==> src/rtl/instr_sequencer_pkg.sv <==
// Shared encodings for the mini computer control path: opcodes, ALU ops,
// stepper one-hot codes, flag bit positions and the control word layout.
package instr_sequencer_pkg;

  localparam logic [5:0] S1 = 6'b000001;
  localparam logic [5:0] S2 = 6'b000010;
  localparam logic [5:0] S3 = 6'b000100;
  localparam logic [5:0] S4 = 6'b001000;
  localparam logic [5:0] S5 = 6'b010000;
  localparam logic [5:0] S6 = 6'b100000;

  localparam logic [3:0] OPC_LD    = 4'b0000;
  localparam logic [3:0] OPC_ST    = 4'b0001;
  localparam logic [3:0] OPC_DATA  = 4'b0010;
  localparam logic [3:0] OPC_JMPR  = 4'b0011;
  localparam logic [3:0] OPC_JMP   = 4'b0100;
  localparam logic [3:0] OPC_JCAEZ = 4'b0101;
  localparam logic [3:0] OPC_CLF   = 4'b0110;
  localparam logic [3:0] OPC_HALT  = 4'b0111;

  typedef enum logic [2:0] {
    ALU_ADD = 3'b000,
    ALU_SHR = 3'b001,
    ALU_SHL = 3'b010,
    ALU_NOT = 3'b011,
    ALU_AND = 3'b100,
    ALU_OR  = 3'b101,
    ALU_XOR = 3'b110,
    ALU_CMP = 3'b111
  } alu_op_e;

  localparam int FLAG_C = 3;
  localparam int FLAG_A = 2;
  localparam int FLAG_E = 1;
  localparam int FLAG_Z = 0;

  typedef struct packed {
    logic       ram_en;
    logic       acc_en;
    logic       iar_en;
    logic [3:0] r_en;
    logic       mar_set;
    logic       acc_set;
    logic       ram_set;
    logic       tmp_set;
    logic       iar_set;
    logic       ir_set;
    logic [3:0] r_set;
    logic       b1;
    logic [2:0] op;
    logic       flags_set;
    logic       flags_clr;
    logic       halt_req;
  } ctrl_t;

  function automatic logic [3:0] reg_sel(input logic [1:0] idx);
    return 4'b0001 << idx;
  endfunction

endpackage

==> src/rtl/instr_sequencer_step_counter.sv <==
// Six-step one-hot ring counter with a hold input; also intended to back a
// future single-step debug mode.
module instr_sequencer_step_counter
  import instr_sequencer_pkg::*;
(
  input  logic       clk,
  input  logic       rst_n,
  input  logic       hold,
  output logic [5:0] step
);

  always_ff @(posedge clk or negedge rst_n) begin
    if (!rst_n) begin
      step <= S1;
    end else if (!hold) begin
      step <= {step[4:0], step[5]};
    end
  end

endmodule

==> src/rtl/instr_sequencer.sv <==
// Control sequencer: stepper, instruction decoder and CPU flags register
// driving every bus enable, load strobe and ALU op of the datapath.
module instr_sequencer
  import instr_sequencer_pkg::*;
#(
  parameter bit HALT_EN = 1'b1
) (
  input  logic       clk,
  input  logic       rst,
  input  logic [7:0] ir,
  input  logic [3:0] flags_in,
  output logic       ram_en,
  output logic       acc_en,
  output logic       iar_en,
  output logic [3:0] r_en,
  output logic       mar_set,
  output logic       acc_set,
  output logic       ram_set,
  output logic       tmp_set,
  output logic       iar_set,
  output logic       ir_set,
  output logic [3:0] r_set,
  output logic       b1,
  output logic [2:0] op,
  output logic [3:0] flags_q,
  output logic [5:0] step
);

  ctrl_t      c;
  logic       halt_q;
  logic       hold;
  logic       active;
  logic [1:0] ra;
  logic [1:0] rb;
  logic       is_cmp;

  assign ra     = ir[3:2];
  assign rb     = ir[1:0];
  assign is_cmp = (ir[6:4] == ALU_CMP);
  assign hold   = halt_q | c.halt_req;

  instr_sequencer_step_counter u_step (
    .clk   (clk),
    .rst_n (rst),
    .hold  (hold),
    .step  (step)
  );

  always_comb begin
    c = '0;
    case (step)
      S1: begin
        c.iar_en = 1'b1; c.b1 = 1'b1; c.mar_set = 1'b1; c.acc_set = 1'b1;
      end
      S2: begin
        c.ram_en = 1'b1; c.ir_set = 1'b1;
      end
      S3: begin
        c.acc_en = 1'b1; c.iar_set = 1'b1;
      end
      S4: begin
        if (ir[7]) begin
          c.r_en = reg_sel(rb); c.tmp_set = 1'b1;
        end else begin
          case (ir[7:4])
            OPC_LD, OPC_ST: begin
              c.r_en = reg_sel(ra); c.mar_set = 1'b1;
            end
            OPC_DATA, OPC_JCAEZ: begin
              c.iar_en = 1'b1; c.b1 = 1'b1; c.mar_set = 1'b1; c.acc_set = 1'b1;
            end
            OPC_JMPR: begin
              c.r_en = reg_sel(rb); c.iar_set = 1'b1;
            end
            OPC_JMP: begin
              c.iar_en = 1'b1; c.mar_set = 1'b1;
            end
            OPC_CLF:  c.flags_clr = 1'b1;
            OPC_HALT: c.halt_req  = HALT_EN;
            default: ;
          endcase
        end
      end
      S5: begin
        if (ir[7]) begin
          c.r_en      = reg_sel(ra);
          c.op        = ir[6:4];
          c.flags_set = 1'b1;
          c.acc_set   = ~is_cmp;
        end else begin
          case (ir[7:4])
            OPC_LD, OPC_DATA: begin
              c.ram_en = 1'b1; c.r_set = reg_sel(rb);
            end
            OPC_ST: begin
              c.r_en = reg_sel(rb); c.ram_set = 1'b1;
            end
            OPC_JMP: begin
              c.ram_en = 1'b1; c.iar_set = 1'b1;
            end
            OPC_JCAEZ: begin
              c.acc_en = 1'b1; c.iar_set = 1'b1;
            end
            default: ;
          endcase
        end
      end
      S6: begin
        if (ir[7]) begin
          if (!is_cmp) begin
            c.acc_en = 1'b1; c.r_set = reg_sel(rb);
          end
        end else begin
          case (ir[7:4])
            OPC_DATA: begin
              c.acc_en = 1'b1; c.iar_set = 1'b1;
            end
            OPC_JCAEZ: begin
              if ((ir[3:0] & flags_q) != 4'b0000) begin
                c.ram_en = 1'b1; c.iar_set = 1'b1;
              end
            end
            default: ;
          endcase
        end
      end
      default: ;
    endcase
  end

  // Reset and halt both silence the datapath regardless of the decoded step.
  assign active  = rst & ~halt_q;
  assign ram_en  = active & c.ram_en;
  assign acc_en  = active & c.acc_en;
  assign iar_en  = active & c.iar_en;
  assign r_en    = active ? c.r_en : 4'b0000;
  assign mar_set = active & c.mar_set;
  assign acc_set = active & c.acc_set;
  assign ram_set = active & c.ram_set;
  assign tmp_set = active & c.tmp_set;
  assign iar_set = active & c.iar_set;
  assign ir_set  = active & c.ir_set;
  assign r_set   = active ? c.r_set : 4'b0000;
  assign b1      = active & c.b1;
  assign op      = active ? c.op : 3'b000;

  always_ff @(posedge clk or negedge rst) begin
    if (!rst) begin
      flags_q <= 4'b0000;
      halt_q  <= 1'b0;
    end else if (!halt_q) begin
      if (c.halt_req) begin
        halt_q <= 1'b1;
      end
      if (c.flags_clr) begin
        flags_q <= 4'b0000;
      end else if (c.flags_set) begin
        flags_q <= flags_in;
      end
    end
  end

endmodule

==> config.mk <==
export PLATFORM = sky130hd
export DESIGN_NAME = instr_sequencer
export DESIGN_NICKNAME = d
export VERILOG_FILES = /design/src/rtl/instr_sequencer_pkg.sv /design/src/rtl/instr_sequencer_step_counter.sv /design/src/rtl/instr_sequencer.sv
export SDC_FILE = /design/constraint.sdc
export NUM_CORES = 1
export LEC_CHECK = 0
export CORE_UTILIZATION = 35
export DETAILED_ROUTE_END_ITERATION = 8
export PLACE_DENSITY = 0.65
export SLEW_MARGIN = 15
export SYNTH_ARGS = -nofsm -noshare
export SYNTH_HDL_FRONTEND = slang
export SYNTH_SLANG_ARGS = --single-unit
==> constraint.sdc <==
create_clock -name clk -period 2.4 [get_ports clk]
set_clock_uncertainty 0.15 [all_clocks]
set_input_delay 0.24 -clock clk [delete_from_list [all_inputs] [get_ports clk]]
set_output_delay 0.24 -clock clk [all_outputs]
set_load 0.05 [all_outputs]
==> qor.csv <==
stage,metric,value,unit
run_status,run status,finished with violations,
run_status,failing checks,negative setup slack,
floorplan,area of the core,2758,um2
placement,Area after DPL,1854,um2
clocking,CTS Buffer Depth,2,
yosys,fraction of registers with async set/reset,100.0,%
yosys,Syn Area/Cell,8.034,um2
critical_path,Required @ worst endpoint,2.01,ns
yosys,sequential share of the synthesized area,27.32,%
yosys,Synth area leader,dfrtp_1,
placement,# port buffers,44,
critical_path,R2R setup slack,0.27,ns
grt,vias in the first global route,1383,
drt,Initial DRT Pass Iterations,4,
yosys,top cell type's share of synthesized area,24.72,%
floorplan,Starting Density,36.71,%
grt,largest net degree at the start of global routing,12,
timing,period utilization,102.4,%
yosys,Post-synth EDFFs,0,
timing,Peak Freq,0.4070,GHz
clocking,CTS tree,built,
timing,crit path time final,2.457,ns
worst_hold_path,Hold WC Path Type,in2async,
critical_path,critical setup path kind,reg2out,
timing,Final Hold Fails,0,
clocking,H-tree depth,1,
pwr,Power Total,0.0003919,W
yosys,Post-Syn Instances,126,
floorplan,chip width,55.78,um
critical_path,r2r startpoint,u_step.step[3],
drt,detailed router's first-iteration violation count,39,
clocking,Root Buffer,clkbuf_4,
floorplan,row cnt,19,
clocking,clk sinks,11,
placement,DPL Wire Length,2817,um
flow_run,Max Cap Viol,0,
final_layout,nets,208,
grt,GRT Util Overall,25.89,%
final_layout,most frequent cells in the layout,"buf_4, buf_12, clkdlybuf4s50_1",
floorplan,Die ar.,3111,um2
timing,Min Hold Slack,0.1945,ns
timing,relative slew slack,64.15,%
critical_path,Critical Path End Type,primary output,
floorplan,# IOs,45,
yosys,syn_nets,140,
placement,routability cong.,0.8820,
timing,slew of the pin with the lowest slew margin,0.5377,ns
final_layout,share of cells above drive strength 1,52.85,%
clocking,cts bufs inserted,3,
grt,wire length of the first global-routing pass,6403,um
timing,max-slew violation count,0,
yosys,post-synthesis cell type count,42,
pwr,Leak,0.8666,nW
grt,Congestion Overflow GR,0,
final_layout,"most common cell after layout, fill and taps aside",buf_4,
clocking,Clock Pin Slew Worst Setup and Hold Paths,0.07,ns
final_layout,Finished Cell Area,2165,um2
pwr,Peak VDD IR,395.8,uV
critical_path,worst setup path start,u_step.step[3],
final_layout,Layout area overhead,113.8,%
floorplan,Die H,55.78,um
critical_path,crit path max fanout,4,
timing,final setup margin,-0.05723,ns
yosys,mapped cell area,1012,um2
final_layout,fillers,193,
drt,DRC Markers,0,
timing,RSZ-0062 raised after global routing,yes,
pwr,PD cells,181.1,nW/um2
drt,DR vias,1377,
critical_path,Critical R2R Capture,flags_q[1],
yosys,Syn. warnings,0,
drt,Avg WL per Cell,18.07,um
yosys,"top cells by area, synth","dfrtp_1, mux2_2, nor2b_1",
final_layout,Antenna Cells,0,
drt,post-route ant nets,0,
drt,DR vias/cell,6.147,
yosys,synthesized flop and latch total,11,
critical_path,R2R depth,6,
yosys,Post-synth top flop,dfrtp_1,
clocking,Worst-Skew Late Latency,0.27,ns
timing,Final setup viols,6,
grt,initial antenna violation count,0,
critical_path,crit path DAT,2.07,ns
drt,final WL,4048,um
critical_path,crit start category,flop,
## synthesized netlist by cell type, types with 2 or more instances
master and n:
nor2b_1 8, a22oi_1 2, clkbuf_1 5, or4_1 2
buf_2 2, inv_1 4, mux2_2 5, a32o_1 3
nor3_1 7, o31ai_1 2, a22o_1 5, nand3_1 5
nand2b_1 5, and3_1 5, a31oi_1 3, dfrtp_1 10
o21ai_0 3, a21oi_1 6, nor2_1 12, nand3b_1 2
nor4_1 3, nand2_1 7
## how the worst max path moves through the flow
stage,slack [ns],end
global route,-0.1,ram_en
CTS,-0.12,ram_en
detailed placement,-0.19,ram_en
floorplan,-0.09,r_set[1]
global placement,-0.10,ram_en
finish,-0.06,iar_set
## routing by layer
layer / vias up / share of wire, % / track usage (%) / routed length [um]
met2: 65 / 51 / 45.61 / 2060
met5: - / 0 / 0 / 0
li1: 620 / - / - / -
met1: 676 / 41 / 32.55 / 1670
met3: 16 / 4.8 / 2.093 / 195
met4: 0 / 3.0 / 10.36 / 121
## sequential cells by signal, indices dropped and copies added, names as in the netlist
signal	flops
flags_q	4
halt_q	1
u_step.step	6
## per-stage QoR
step | setup TNS [ns] | util, % | std cells | worst slack (ns)
3_3_place_gp | -0.3527 | 67.24 | 209 | -0.1030
5_1_grt | -0.6620 | 78.49 | 224 | -0.09800
2_1_floorplan | -0.3466 | - | 126 | -0.08507
3_5_place_dp | -0.6232 | 67.24 | 209 | -0.1861
4_1_cts | -0.5542 | 72.64 | 220 | -0.1160
6_report | -0.1147 | 78.49 | 224 | -0.05723
## area by class of cell
cell class	count	area [um2]	area share (%)
Inverter	4	15.01	0.6936
Multi-Input combinational cell	104	933.4	43.12
Sequential cell	11	280.3	12.95
Clock inverter	1	5.005	0.2312
Tap cell	31	38.79	1.792
Clock buffer	3	22.52	1.040
Timing Repair Buffer	70	869.6	40.17
## logic make-up after synthesis
family,after synthesis,share of synthesized area (%)
buffers and inverters,11,4.326
muxes,5,5.562
and+or+nand+nor,65,36.71
DFF,11,27.32
AOI/OAI and AO/OA,34,26.08
## report_power, final
group / total (W) / internal [W] / switching, W
logic: 0.0000796 / 0.0000389 / 0.0000407
registers: 0.000185 / 0.000185 / 0
clock network: 0.000127 / 0.0000617 / 0.0000653
total: 0.000392 / 0.000286 / 0.000106
## repair_timing
action	4_1_cts	5_1_grt
endpoints found under the setup margin	16	17
resized for setup	15	28
setup buffers	6	5
hold endpoints to repair	1	0
hold buffers	1	0
pin swaps	10	19
## critical path, cell delays in order (launching register included)
cell	delay, ns
dfrtp_2	0.41
or4_4	0.61
buf_6	0.17
nor3_4	0.16
o31ai_4	0.11
a21oi_4	0.19
buf_12	0.15
Note: power is estimated with default switching activity, not from simulation.
